## src/rtl/seven_segment_pkg.sv

```systemverilog
// Shared types and the hex glyph table for the multiplexed
// seven-segment scanner.
package seven_segment_pkg;

    typedef enum logic {
        GUARD = 1'b0,
        DRIVE = 1'b1
    } scanState_t;

    // Index n holds the glyph for nibble n; bit 6 is segment A, bit 0 is G.
    localparam logic [15:0][6:0] HEX_TABLE = {
        7'h47, 7'h4F, 7'h3D, 7'h4E,
        7'h1F, 7'h77, 7'h7B, 7'h7F,
        7'h70, 7'h5F, 7'h5B, 7'h33,
        7'h79, 7'h6D, 7'h30, 7'h7E
    };

    function automatic logic [6:0] hexEncode(input logic [3:0] nibble);
        return HEX_TABLE[nibble];
    endfunction

endpackage

```

## src/rtl/seven_segment_decoder.sv

```systemverilog
// Nibble to logical (active-high) seven-segment glyph.
// Polarity is applied by the scanner, not here.
module seven_segment_decoder
    import seven_segment_pkg::*;
(
    input  logic [3:0] nibble,
    output logic [6:0] segments
);

    always_comb begin
        segments = hexEncode(nibble);
    end

endmodule

```

## src/rtl/seven_segment_scan.sv

```systemverilog
// Time-multiplexed seven-segment scanner with guard gaps,
// frame-synchronous data commit and leading-zero blanking.
module seven_segment_scan
    import seven_segment_pkg::*;
#(
    parameter int NUM_DIGITS     = 4,
    parameter int SCAN_DIV       = 25000,
    parameter int GUARD_CYCLES   = 16,
    parameter int SEG_ACTIVE_LOW = 1,
    parameter int DIG_ACTIVE_LOW = 1
) (
    input  logic                    clk,
    input  logic                    rst,
    input  logic [4*NUM_DIGITS-1:0] value,
    input  logic [NUM_DIGITS-1:0]   dp,
    input  logic                    lz_blank,
    input  logic                    load,
    output logic [6:0]              seg,
    output logic                    seg_dp,
    output logic [NUM_DIGITS-1:0]   digit_en,
    output logic                    frame_start
);

    localparam int IDX_W =
        (NUM_DIGITS > 1) ? $clog2(NUM_DIGITS) : 1;
    localparam int CNT_MAX =
        (SCAN_DIV > GUARD_CYCLES) ? SCAN_DIV : GUARD_CYCLES;
    localparam int CNT_W =
        (CNT_MAX > 1) ? $clog2(CNT_MAX) : 1;

    localparam logic [CNT_W-1:0] GUARD_LAST =
        CNT_W'(GUARD_CYCLES - 1);
    localparam logic [CNT_W-1:0] DRIVE_LAST =
        CNT_W'(SCAN_DIV - 1);
    localparam logic [IDX_W-1:0] IDX_LAST =
        IDX_W'(NUM_DIGITS - 1);

    localparam logic [6:0] SEG_INV =
        (SEG_ACTIVE_LOW != 0) ? 7'h7F : 7'h00;
    localparam logic DP_INV = (SEG_ACTIVE_LOW != 0);
    localparam logic [NUM_DIGITS-1:0] DIG_INV =
        (DIG_ACTIVE_LOW != 0) ? '1 : '0;

    scanState_t state;
    scanState_t stateNext;
    logic [IDX_W-1:0] idx;
    logic [IDX_W-1:0] idxNext;
    logic [CNT_W-1:0] cnt;
    logic [CNT_W-1:0] cntNext;
    logic primed;
    logic frameEdge;

    logic [4*NUM_DIGITS-1:0] pendVal;
    logic [NUM_DIGITS-1:0]   pendDp;
    logic                    pendLz;
    logic [4*NUM_DIGITS-1:0] actVal;
    logic [NUM_DIGITS-1:0]   actDp;
    logic                    actLz;
    logic [4*NUM_DIGITS-1:0] actValNext;
    logic [NUM_DIGITS-1:0]   actDpNext;
    logic                    actLzNext;

    logic [3:0]            nibble;
    logic                  dpBit;
    logic                  zeroRun;
    logic [NUM_DIGITS-1:0] slotHot;
    logic [NUM_DIGITS-1:0] blankMask;
    logic                  showDigit;
    logic [6:0]            segCode;
    logic [6:0]            segNext;
    logic                  dpNext;
    logic [NUM_DIGITS-1:0] digNext;

    // The first edge out of reset is treated as a frame boundary so
    // that frame_start fires immediately and the guard runs in full.
    always_comb begin
        stateNext = state;
        idxNext   = idx;
        cntNext   = cnt + CNT_W'(1);
        frameEdge = 1'b0;
        if (!primed) begin
            stateNext = GUARD;
            idxNext   = '0;
            cntNext   = '0;
            frameEdge = 1'b1;
        end else begin
            unique case (state)
                GUARD: begin
                    if (cnt == GUARD_LAST) begin
                        stateNext = DRIVE;
                        cntNext   = '0;
                    end
                end
                DRIVE: begin
                    if (cnt == DRIVE_LAST) begin
                        stateNext = GUARD;
                        cntNext   = '0;
                        if (idx == IDX_LAST) begin
                            idxNext   = '0;
                            frameEdge = 1'b1;
                        end else begin
                            idxNext = idx + IDX_W'(1);
                        end
                    end
                end
            endcase
        end
    end

    always_comb begin
        actValNext = actVal;
        actDpNext  = actDp;
        actLzNext  = actLz;
        if (frameEdge) begin
            if (load) begin
                actValNext = value;
                actDpNext  = dp;
                actLzNext  = lz_blank;
            end else begin
                actValNext = pendVal;
                actDpNext  = pendDp;
                actLzNext  = pendLz;
            end
        end
    end

    // Scan from the top digit down; a digit is blanked while every
    // nibble at or above it is zero. Digit 0 is always shown.
    always_comb begin
        nibble    = '0;
        dpBit     = 1'b0;
        zeroRun   = 1'b1;
        slotHot   = '0;
        blankMask = '0;
        for (int i = NUM_DIGITS - 1; i >= 0; i--) begin
            zeroRun = zeroRun && (actValNext[4*i +: 4] == 4'h0);
            blankMask[i] = actLzNext && zeroRun && (i > 0);
            if (idxNext == IDX_W'(i)) begin
                nibble     = actValNext[4*i +: 4];
                dpBit      = actDpNext[i];
                slotHot[i] = 1'b1;
            end
        end
    end

    seven_segment_decoder u_decoder (
        .nibble   (nibble),
        .segments (segCode)
    );

    always_comb begin
        showDigit = (stateNext == DRIVE) &&
                    ((blankMask & slotHot) == '0);
        segNext = (showDigit ? segCode : 7'h00) ^ SEG_INV;
        dpNext  = (showDigit && dpBit) ^ DP_INV;
        digNext = (showDigit ? slotHot : '0) ^ DIG_INV;
    end

    always_ff @(posedge clk or posedge rst) begin
        if (rst) begin
            state  <= GUARD;
            idx    <= '0;
            cnt    <= '0;
            primed <= 1'b0;
        end else begin
            state  <= stateNext;
            idx    <= idxNext;
            cnt    <= cntNext;
            primed <= 1'b1;
        end
    end

    always_ff @(posedge clk or posedge rst) begin
        if (rst) begin
            pendVal <= '0;
            pendDp  <= '0;
            pendLz  <= 1'b0;
            actVal  <= '0;
            actDp   <= '0;
            actLz   <= 1'b0;
        end else begin
            if (load) begin
                pendVal <= value;
                pendDp  <= dp;
                pendLz  <= lz_blank;
            end
            actVal <= actValNext;
            actDp  <= actDpNext;
            actLz  <= actLzNext;
        end
    end

    always_ff @(posedge clk or posedge rst) begin
        if (rst) begin
            seg         <= SEG_INV;
            seg_dp      <= DP_INV;
            digit_en    <= DIG_INV;
            frame_start <= 1'b0;
        end else begin
            seg         <= segNext;
            seg_dp      <= dpNext;
            digit_en    <= digNext;
            frame_start <= frameEdge;
        end
    end

endmodule

```

## config.mk

```make
export PLATFORM = sky130hd
export DESIGN_NAME = seven_segment_scan
export DESIGN_NICKNAME = d
export VERILOG_FILES = /design/src/rtl/seven_segment_pkg.sv /design/src/rtl/seven_segment_decoder.sv /design/src/rtl/seven_segment_scan.sv
export SDC_FILE = /design/constraint.sdc
export NUM_CORES = 1
export LEC_CHECK = 0
export ABC_AREA = 1
export CAP_MARGIN = 20
export CORE_MARGIN = 10
export CORE_UTILIZATION = 52
export CTS_BUF_LIST = sky130_fd_sc_hd__clkbuf_2
export CTS_CLUSTER_SIZE = 20
export DETAILED_ROUTE_END_ITERATION = 7
export PLACE_DENSITY = 0.71
export SETUP_SLACK_MARGIN = 0.15
export SLEW_MARGIN = 20
export SYNTH_ARGS = -nofsm -noshare
export SYNTH_HDL_FRONTEND = slang
export SYNTH_SLANG_ARGS = --single-unit
```

## constraint.sdc

```tcl
create_clock -name clk -period 2.83 [get_ports clk]
set_input_delay 0.4245 -clock clk [delete_from_list [all_inputs] [get_ports clk]]
set_output_delay 0.4245 -clock clk [all_outputs]
set_load 0.05 [all_outputs]
```

After elaboration in Yosys (flattened, before gate mapping)
Memory sizes are Yosys's and may differ from the RTL's.
Cells that the tools add are included.
Word-level totals
  memory bits (writable): 0
  logic and storage cells: 78
  input bits: 24
  output and inout port bits: 13
  memories: 1
  latch bits: 0
  register bits: 74
  bits in read-only memories: 112
Operators by class
  $mul: 0
  multiplexer cells: 37
  div/mod/pow operators: 0
  reductions and logical operators: 12
  eq/ne operators: 6
  bitwise logic cells: 5
  add/sub/neg operators: 2
  shift operators: 0
  $lt $le $gt $ge: 1
Memory list
  (no name shown): words 16, bits a word 7, rd ports 1, clocked after memory_dff 0, wr ports 0, line seven_segment_pkg.sv:19  | return HEX_TABLE[nibble];
Operators by type and width (number)
  $mux 15: 3
  $mux 16: 2
  $pmux 15 s2: 1
  $mux 4: 7
  $mux 1: 17
  $logic_not 4->1: 4
  $add 15x1->15 const B: 1
  $eq 15x15->1 const B: 1
  $eq 15x4->1 const B: 1
  $mux 7: 2
  $mux 2: 4
  $logic_and 1x1->1: 7
  $not 7->7: 1
  $eq 2x2->1 const B: 3
  $lt 4x5->1 const B: 1
  $and 4x4->4: 1
  $not 4->4: 1
  $add 2x1->2 const B: 1
  $eq 2x1->1 const B: 1
  $logic_not 2->1: 1
  $not 1->1: 2
  $pmux 1 s2: 1

Depth between registers and ports, before layout
Gate-level depths: netlist (run 1).
  depth after elaboration: 15
  depth in mapped cells: 20
  gate-level depth less buffers: 20

By module
A second synthesis (run 1) with hierarchy kept.
Second synthesis, totals
  cell total of the unflattened synthesis: 440
  area total of the unflattened synthesis: 3654.8 µm²
Modules (own cells, without submodules)
  seven_segment_scan: seq. area each 1866.8 µm², cells an instance 388, instances 1, area an instance 3384.5 µm²
  seven_segment_decoder: seq. area each 0.0 µm², cells an instance 52, instances 1, area an instance 270.3 µm²

Worst setup path before layout (run 1)
OpenSTA, ideal clock, no wires.
  kind: register to register
  start: reg cnt[0]
  end: reg seg[6]
  data arrival time: 2297 ps
  buffers on the path: 1
  stages on the path, launching flop included: 19
  setup time: 80 ps
  slack: 452 ps
  period minus slack after synthesis: 2378 ps
  cell sequence: dfrtp_1 > ha_1 > nand2_1 > inv_1 > nand2_1 > nor2_4 > nand2_4 > o21ai_4 > buf_6 > or2_2 > o21ai_1 > nor2_1 > nor2_4 > inv_1 > ha_1 > inv_1 > nand3_1 > nand3_1 > nand3_2
Between the ends
  word-level cells in the longest chain between the ends: 14
  elaborated cells between the ends (all ways): 41
  classes of those cells: eq/ne (5); mux (22); bitwise (2); reduce/logical (11); memory (1)
Ends and longest elaborated chain
  start: declaration: line seven_segment_scan.sv:48  | logic [CNT_W-1:0] cnt;
  start signal: assignment: line seven_segment_scan.sv:168  | cnt <= cntNext;
  $eq 15x15->1 (*): line seven_segment_scan.sv:95  | if (cnt == DRIVE_LAST) begin
  $mux 1 (*): line seven_segment_scan.sv:95
  $mux 1 (*): line seven_segment_scan.sv:87  | unique case (state)
  $mux 1 (*): line seven_segment_scan.sv:81  | if (!primed) begin
  net frameEdge: line seven_segment_scan.sv:51  | logic frameEdge;
  branches (longest 8 deep; another with $mem_v2 16x7)
  $mux 7 (*): line seven_segment_scan.sv:154  | segNext = (showDigit ? segCode : 7'h00) ^ SEG_INV;
  $not 7->7 (no source line) (*)
  net segNext[6]: line seven_segment_scan.sv:70  | logic [6:0] segNext;
  end signal: assignment: line seven_segment_scan.sv:200  | seg <= segNext;
  end: declaration: line seven_segment_scan.sv:18  | output logic [6:0] seg,
Mark *: on every way through the listed nets, which the timed path passes. The select of a mux whose other input is x is not followed.

Worst setup path after layout (run 1)
  start: reg cnt[0]
  end: reg seg[6]
Between the ends
  word-level cells in the longest chain between the ends: 14
  elaborated cells between the ends (all ways): 41
  classes of those cells: eq/ne (5); mux (22); bitwise (2); reduce/logical (11); memory (1)
Ends and longest elaborated chain (line)
  branches (longest 12 deep; another with $mem_v2 16x7)
  $mux 7 (*): seven_segment_scan.sv:154
  $not 7->7 (no source line) (*)
  net segNext[6]: seven_segment_scan.sv:70
Marks and branches as above.

==> impl_metrics.yaml, run 1 <==
cts:
  htree_num_levels: 3
  postCtsHoldBufs: 0
  ctsLongestPathBuffers: 2
  cts_sinks: 74
  cts_tree: "yes"
  cts_root_buf: "clkbuf_2"
  clk_latency_ns: 0.52
  numCtsBuffers: 9
  clk_pin_slew_ns: 0.22
final_layout:
  area_growth_pct: 22.5
  drive_gt1_share_pct: 26.6
  multi_input_area_um2: 1700
  regArea_um2: 1870
  final_cells: 596
  nNetsFinal: 527
  diodes: 0
  design_area_um2: 4550
  fillers: 578
die:
  num_io_pins: 37
  die_y_um: 105
  num_rows: 30
  start_util_pct: 54.1
  coreArea_um2: 6870
  fp.dieW_um: 105
  die-area_um2: 10900
power_and_ir_drop:
  switching_share_pct: 30.0
  power_density_nw_per_um2: 463
  clockPowerShare_pct: 27.6
  p_sw_uw: 632
  pwr-share-comb_pct: 17.5
  ir_worst_vdd_mv: 0.250
  p_int_uw: 1480
  total_leakage_power_uw: 0.00221
  power_frac_seq_pct: 54.9
yosys:
  yosysUniqueCellTypes: 41
  yosysMostFrequentCell: "nand2_1"
  netlist_instances: 428
  netlist_area_um2: 3720
  synth_common_cells: "nand2_1 (121), dfrtp_1 (62), inv_1 (43)"
  synth_top_area_share_pct: 41.7
  synth_edf_count: 0
  synth_area_leaders: "dfrtp_1 (42%), nand2_1 (12%), dfstp_2 (8.5%)"
  synth.ff_latch_count: 74
  synth_largest_area_cell: "dfrtp_1"
  syn_avg_cell_area_um2: 8.69
  synth-async-reset-ratio_pct: 100
  synth_nets: 460
  yosys_warnings: 0
  synth-main-ff-cell: "dfrtp_1"
  seq_area_frac_synth_pct: 50.2
global_routing:
  use_met3_pct: 3.50
  grt.met2_usage_pct: 23.9
  grtUsageTotal_pct: 15.4
  grt_pass1_wl_um: 14000
  grt-ovfl-total: 0
  grt_busiest_layer: "met2"
  antenna_found_initial: 0
  grt_pass1_vias: 2834
  grtUsageMet1_pct: 20.9
  grt_max_degree: 27
setup_path:
  reg2reg_depth: 19
  cp_max_fo: 5
  max_stage_delay_ns: 0.41
  start_kind: "flop"
  reg2reg_slack_ns: 0.30
  cpMostUsedCell: "nand2_2"
  crit_arrival_ns: 3.00
  r2r-end: "seg[6]"
  crit_chain: "ha_2, nand2_1, inv_2, nand2_1, nor2_4, nand2_4, nand2_2, nand2_2, inv_4, nand2_4, nand2_2, inv_2, nand2_2, nand4_1, ha_2, inv_1, nand3_2, nand3_1, nand3_2"
  slowest_stage: "dfrtp_1"
  rr_startpoint: "cnt[0]"
  setup.worst_path.class: "reg -> reg"
  worst-path-buf-inv: 4
  cp-end-kind: "flop"
  crit_required_ns: 3.30
  critPathTopFamily: "simple AND/OR/NAND/NOR gates"
routing:
  vias: 2996
  firstDrtPassIters: 5
  ant_nets: 0
  drc: 0
  avgRoutedWirePerCell_um: 14.0
  viasPerCell: 5.03
  wirelength_um: 8340
  drt_iter0_markers: 170
placement:
  hpwl_um: 5860
  portBuffers: 36
  placed_cells: 559
  place_area_um2: 4190
  gp_congestion: 0.915
timing:
  worst_clock_skew_ns: 0.0311
  setup_violations: 0
  rsz0062_at_grt: "false"
  tightest_slew_ns: 0.548
  period_needed_ns: 2.53
  whs_ns: 0.235
  fmax_mhz: 395
  drv_slew: 0
  maxSlewHeadroom_pct: 63.4
  hold_viol: 0
  finalCritPeriodShare_pct: 89.4
  fin_setup_tns_ns: 0
status:
  run_status: "complete, no violations"
job:
  drv_cap: 0
worst_hold_path:
  hp-class: "in -> async"
metal layers:
metal | part of all wire, % | vias to the layer above
met5 | 0 | -
met4 | 1.2 | 0
met3 | 4.8 | 7
met2 | 46 | 71
met1 | 48 | 1428
li1 | - | 1490
cell usage in the layout, fill, tap and decap left out, types with 3 or more instances in the layout:
master / Yosys / routed
a21oi_1: 7 / 7
nand2_4: 5 / 7
buf_4: 0 / 26
o21ai_1: 7 / 6
nand2_2: 9 / 19
nor2_1: 38 / 35
ha_1: 8 / 6
clkdlybuf4s50_1: 0 / 36
nand3_2: 8 / 11
clkbuf_2: 0 / 9
nand2_1: 121 / 111
dfstp_2: 12 / 12
clkinv_2: 0 / 3
inv_2: 6 / 7
nand3b_1: 3 / 3
nand3_1: 31 / 28
inv_1: 43 / 40
inv_4: 1 / 3
xor2_1: 3 / 3
o21ai_2: 3 / 4
nor2_4: 3 / 7
nor2_2: 5 / 4
nor4_1: 3 / 3
dfrtp_1: 62 / 62
a31oi_1: 3 / 3
o21ai_0: 12 / 12
or2_2: 9 / 8
area by class of cell:
class / count / share of cell area, %
clock inverter: 7 / 1.54
multi-input combinational: 298 / 37.3
tap: 96 / 2.64
timing repair buffer: 62 / 12.2
clock buffer: 9 / 0.989
sequential: 74 / 41.0
inverter: 50 / 4.29
what timing repair did:
item	4_1_cts	5_1_grt
endpoints found under the setup margin	3	7
gates cloned	1	1
buffers inserted	2	17
pin swaps	2	15
resized for setup	1	27
registers in the layout (all words and copies together), names as in the netlist:
name,flops
primed,1
pendVal,16
cnt,15
frame_start,1
seg_dp,1
actVal,16
pendDp,4
actLz,1
state,1
actDp,4
pendLz,1
seg,7
digit_en,4
idx,2
worst max-delay path by stage:
| stage | start | end | slack, ns | depth (start not counted) |
|---|---|---|---|---|
| 6_report | cnt[0] | seg[6] | 0.30 | 19 |
| 3_3_place_gp | cnt[0] | seg[5] | 0.19 | 19 |
| 4_1_cts | cnt[0] | seg[3] | 0.19 | 17 |
| 2_1_floorplan | cnt[0] | seg[6] | 0.45 | 18 |
| 3_5_place_dp | load | seg[3] | 0.08 | 14 |
| 5_1_grt | cnt[0] | seg[6] | 0.13 | 19 |
logic make-up (layout without fill, tap and decap cells):
kind of cell	after synthesis	in the layout	share of synthesized area (%)
simple gates	246	248	33.1
flops	74	74	50.2
buf+inv	58	128	6.77
compound gates	38	38	6.46
fa+ha+maj	8	8	2.69
xor+xnor	3	3	0.707
other cells	1	1	0.101
power groups by stage:
stage | registers, uW | clock network, uW | logic [uW]
2_1_floorplan | 1170 | 0 | 238
3_5_place_dp | 1180 | 0 | 334
3_3_place_gp | 1170 | 0 | 327
6_report | 1160 | 582 | 369
4_1_cts | 1160 | 596 | 343
5_1_grt | 1170 | 641 | 415
stage by stage:
stage	setup slack [ns]	total power [uW]	utilization (%)
after floorplan	0.452	1410	-
after global placement	0.191	1500	61.0
after detailed placement	0.0845	1510	61.0
after CTS	0.188	2100	63.1
after global routing	0.125	2230	66.3
final	0.301	2110	66.3
(Power assumes the default switching activity.)
==> inputs of run 2 (changes only) <==
Settings changed: CORE_MARGIN 10 to 2, MAX_ROUTING_LAYER from default to met4, SLEW_MARGIN 20 to default.
==> run 2 against run 1 <==
Net effect: cell count down 0.17%; routed wire length fell by 2.6%; critical path type unchanged; core utilization increased by 0.22 points; non-clock buffer count is 1 lower; highest routed layer unchanged; sequential cell count did not move; worst hold slack got worse by 0.15 ns; global-route usage increased by 6.1 points; register-to-register slack got worse by 0.08 ns; sequential power barely moved; die area fell by 28%.
==> impl_metrics.yaml, run 2 (synthesis gave the netlist of run 1 again) <==
final_layout:
  area_growth_pct: 22.9
  diodes: 0
  fillers: 560
  final_common_cell: "nand2_1"
  design_area_um2: 4570
  drive_gt1_share_pct: 26.5
  reg.largest.list: "actVal: 16 flops, pendVal: 16 flops, cnt: 15 flops"
  nNetsFinal: 526
  final_cell_mix: "nand2_1 (113), dfrtp_1 (62), inv_1 (40), nor2_1 (36), clkdlybuf4s50_1 (36)"
timing:
  finalCritPeriodShare_pct: 92.3
  drv_slew: 0
  tightest_slew_ns: 0.499
  hold_viol: 0
  maxSlewHeadroom_pct: 66.6
  worst_clock_skew_ns: 0.00977
  rsz0062_at_grt: "true"
  whs_ns: 0.0847
  fin_setup_tns_ns: 0
  period_needed_ns: 2.61
  fmax_mhz: 383
  setup_violations: 0
global_routing:
  antenna_found_initial: 0
  grt_pass1_vias: 2698
  grtUsageTotal_pct: 21.5
  grt_max_degree: 42
  grt_pass1_wl_um: 12600
  grt-ovfl-total: 0
cts:
  cts_tree: "yes"
  htree_num_levels: 3
  clk_latency_ns: 0.51
  numCtsBuffers: 9
  ctsLongestPathBuffers: 2
  cts_root_buf: "clkbuf_2"
  clk_pin_slew_ns: 0.21
  postCtsHoldBufs: 0
  cts_sinks: 74
setup_path:
  crit_chain: "ha_2, nand2_1, inv_1, nand2_1, nor2_4, nand2_4, nand2_1, nand2_2, inv_4, nand2_8, nor2_4, nand2_1, nand3_2, nor2_4, buf_4, ha_1, nand3_1, nand2_1, nand2_1, nand3_2"
  reg2reg_slack_ns: 0.22
  cp_max_fo: 5
  rr_startpoint: "cnt[0]"
  cp-end-kind: "flop"
  crit_arrival_ns: 3.08
  start_kind: "flop"
  slowest_stage: "dfrtp_1"
  crit_required_ns: 3.29
  r2r-end: "seg[3]"
  worstSetupStartpoint: "cnt[0]"
  cp-endpoint: "seg[3]"
  max_stage_delay_ns: 0.41
  setup.worst_path.class: "reg -> reg"
  cpMostUsedCell: "nand2_1"
  reg2reg_depth: 20
routing:
  vias: 2984
  drc: 0
  viasPerCell: 5.02
  avgRoutedWirePerCell_um: 13.6
  firstDrtPassIters: 5
  drt_iter0_markers: 195
  wirelength_um: 8120
  ant_nets: 0
placement:
  gp_congestion: 0.988
  hpwl_um: 5450
  place_area_um2: 4190
  portBuffers: 36
die:
  start_util_pct: 54.1
  die_y_um: 88.6
  num_rows: 30
  coreArea_um2: 6870
  num_io_pins: 37
  die-area_um2: 7840
  fp.dieW_um: 88.6
power_and_ir_drop:
  total_leakage_power_uw: 0.00221
  pwr-share-comb_pct: 17.8
  switching_share_pct: 30.2
  ir_worst_vdd_mv: 0.237
  p_sw_uw: 642
  clockPowerShare_pct: 27.7
  power_frac_seq_pct: 54.5
  p_int_uw: 1480
  power_density_nw_per_um2: 465
job:
  drv_cap: 0
worst_hold_path:
  hp-class: "in -> async"
status:
  run_status: "complete, no violations"
==> run 2: power groups by stage <==
stage / registers [uW] / clock network [uW] / logic, uW
detailed placement: 1180 / 0 / 336
finish: 1160 / 587 / 379
global placement: 1170 / 0 / 327
floorplan: 1170 / 0 / 238
global route: 1170 / 641 / 425
CTS: 1160 / 597 / 339
==> run 2: metrics by stage <==
step / setup WS (ns) / cells / utilization, % / power [uW]
floorplan: 0.452 / 428 / - / 1410
global placement: 0.193 / 558 / 61.1 / 1500
detailed placement: 0.104 / 558 / 61.1 / 1510
CTS: 0.154 / 574 / 62.8 / 2090
global route: 0.0850 / 595 / 66.5 / 2230
finish: 0.217 / 595 / 66.5 / 2120
==> run 2: routing by layer <==
metal  vias to the layer above  global-route usage, %  wire, um
met5                         -                      -         0
met4                         0                   8.40       214
met3                        21                   3.26       366
met2                        80                   31.6      3730
met1                      1391                   30.1      3800
li1                       1492                      -         -
==> run 2: worst min-delay path by stage <==
| stage | startpoint | to | slack, ns | depth (start not counted) |
|---|---|---|---|---|
| after CTS | rst | pendDp[1] | 0.06 | 2 |
| after floorplan | cnt[0] | cnt[0] | 0.43 | 1 |
| after detailed placement | cnt[0] | cnt[0] | 0.45 | 1 |
| after global routing | rst | pendDp[1] | 0.05 | 2 |
| after global placement | cnt[0] | cnt[0] | 0.44 | 1 |
| final | rst | actDp[2] | 0.08 | 2 |
==> run 2: layout make-up <==
cell class                      count  area (um2)  share of cell area [%]
Timing Repair Buffer               61         561                    12.3
Sequential cell                    74        1870                    40.9
Tap cell                           96         120                    2.63
Multi-Input combinational cell    298        1710                    37.4
Clock buffer                        9        45.0                   0.986
Inverter                           50         195                    4.27
Clock inverter                      7        70.1                    1.53
==> run 2: what timing repair did <==
item                       CTS  global route
setup endpoints to repair    2             7
cloned                       0             2
pin swaps                    0            12
setup buffers                0            19
gates resized for setup      1            27
==> run 2: critical path: cells and delay by family (launching register included) <==
family,cells,cell delay [ns]
adder cells (fa/ha/maj),2,0.40
buffers and inverters,3,0.33
flip-flops,1,0.41
AND/OR/NAND/NOR,15,1.44
==> inputs of run 3 (changes only) <==
Settings changed: CTS_BUF_LIST sky130_fd_sc_hd__clkbuf_2 to sky130_fd_sc_hd__clkbuf_8.
==> run 3 against run 2 <==
Net effect: maximum frequency grew 1.5%; core utilization up 1.9 points; clock power increased by 37%; first-iteration DRC count increased by 13%; largest cell class unchanged; global-route usage grew 0.066 points; largest power group unchanged; critical path depth fell by 2; combinational power rose by 3%.
==> impl_metrics.yaml, run 3 (synthesis gave the netlist of run 1 again) <==
cts:
  cts_sinks: 74
  postCtsHoldBufs: 0
  cts_root_buf: "clkbuf_8"
  numCtsBuffers: 9
  clk_pin_slew_ns: 0.08
  htree_num_levels: 3
  clk_latency_ns: 0.34
  ctsLongestPathBuffers: 2
  cts_tree: "yes"
setup_path:
  cp_max_fo: 8
  setup.worst_path.class: "reg -> reg"
  crit_required_ns: 3.10
  crit_arrival_ns: 2.85
  cpMostUsedCell: "nand2_1"
  start_kind: "flop"
  cp-end-kind: "flop"
  crit_chain: "ha_2, nand2_1, inv_1, nand2_1, nor2_4, nand2_4, nand2_2, nand3_4, nor2_4, nand2_1, nand3_2, nor2_4, buf_4, ha_1, nand3_1, nand2_1, nand2_1, nand3_2"
  slowest_stage: "dfrtp_1"
  max_stage_delay_ns: 0.37
placement:
  place_area_um2: 4190
  hpwl_um: 5450
  place_ws_ns: 0.104
  gp_congestion: 0.988
  portBuffers: 36
timing:
  period_needed_ns: 2.58
  drv_slew: 0
  maxSlewHeadroom_pct: 66.6
  worst_clock_skew_ns: 0.00527
  hold_viol: 0
  finalCritPeriodShare_pct: 91.0
  rsz0062_at_grt: "true"
  fin_setup_tns_ns: 0
  setup_violations: 0
  fmax_mhz: 388
  tightest_slew_ns: 0.499
  worst_slack_ns: 0.254
die:
  die_y_um: 88.6
  die-area_um2: 7840
  start_util_pct: 54.1
  num_rows: 30
  fp.dieW_um: 88.6
  num_io_pins: 37
  coreArea_um2: 6870
power_and_ir_drop:
  p_sw_uw: 662
  power_density_nw_per_um2: 501
  clockPowerShare_pct: 34.3
  p_int_uw: 1690
  power.total_uw: 2350
  pwr-share-comb_pct: 16.5
  ir_worst_vdd_mv: 0.305
  total_leakage_power_uw: 0.00225
  power_frac_seq_pct: 49.2
  switching_share_pct: 28.2
routing:
  avgRoutedWirePerCell_um: 13.7
  drt_iter0_markers: 220
  vias: 2978
  viasPerCell: 5.00
  wirelength_um: 8150
  ant_nets: 0
  firstDrtPassIters: 4
  drc: 0
final_layout:
  design_area_um2: 4700
  drive_gt1_share_pct: 27.4
  final_util_pct: 68.4
  fillers: 538
  reg.largest.list: "actVal: 16 flops, pendVal: 16 flops, cnt: 15 flops"
  nNetsFinal: 527
  area_growth_pct: 26.4
  final_cell_mix: "nand2_1 (111), dfrtp_1 (62), inv_1 (40), clkdlybuf4s50_1 (36), nor2_1 (35)"
  diodes: 0
  final_common_cell: "nand2_1"
job:
  drv_cap: 0
global_routing:
  antenna_found_initial: 0
  grt_max_degree: 42
  grt_pass1_wl_um: 12600
  grtUsageTotal_pct: 21.6
  grt_pass1_vias: 2719
  grt-ovfl-total: 0
worst_hold_path:
  hp-class: "in -> async"
status:
  run_status: "complete, no violations"
[run 3: cell count changes in the layout (fill, tap and decap cells not counted), moves of 2 or more]
cell	previous run	this run
buf_12	1	3
clkbuf_2	9	0
nand2_1	113	111
clkbuf_8	0	9
[run 3: worst max-delay path, delay by kind of cell, from the launching register on]
family / cells / cell delay (ns)
buf+inv: 2 / 0.21
fa+ha+maj: 2 / 0.40
flops: 1 / 0.37
simple gates: 14 / 1.53
[run 3: power groups by stage]
stage,Clock [uW],Combinational (uW),Sequential (uW)
3_3_place_gp,0,327,1170
3_5_place_dp,0,336,1180
6_report,807,389,1160
4_1_cts,817,340,1160
5_1_grt,864,435,1160
2_1_floorplan,0,238,1170
[run 3: worst paths after layout]
kind / from / end / slack (ns) / cells past startpoint
setup / recovery: cnt[0] / seg[3] / 0.25 / 18
hold / removal: rst / pendDp[1] / 0.28 / 2
setup reg to reg: cnt[0] / seg[3] / 0.25 / 18
hold reg to reg: cnt[0] / cnt[0] / 0.46 / 1
max in group asynchronous: rst / digit_en[0] / 1.92 / 3
min in group clk: cnt[0] / cnt[0] / 0.46 / 1
[run 3: timing repair]
item	4_1_cts	5_1_grt
setup endpoints to repair	2	7
pin swaps	0	10
setup buffers	0	20
gates resized for setup	1	32
gates cloned	0	2
[run 3: cell type report]
| cell class | count | area [um2] | area share [%] |
|---|---|---|---|
| multi-input cells | 298 | 1730 | 36.8 |
| clock inverters | 7 | 70.1 | 1.49 |
| repair buffers | 62 | 593 | 12.6 |
| well taps | 96 | 120 | 2.56 |
| flip-flops and latches | 74 | 1870 | 39.7 |
| inverters | 50 | 195 | 4.16 |
| clock buffers | 9 | 124 | 2.64 |
[run 3: per-stage QoR]
step                      hold slack (ns)  instances
final                               0.283        596
after global routing                0.275        596
after CTS                           0.271        574
after detailed placement            0.451        558
after global placement              0.443        558
after floorplan                     0.425        428
[run 3: metal layers]
metal	track usage [%]	routed length [um]	vias to the layer above
li1	-	-	1489
met1	29.7	3820	1402
met2	32.1	3780	72
met3	3.54	358	15
met4	8.40	197	0
met5	-	0	-
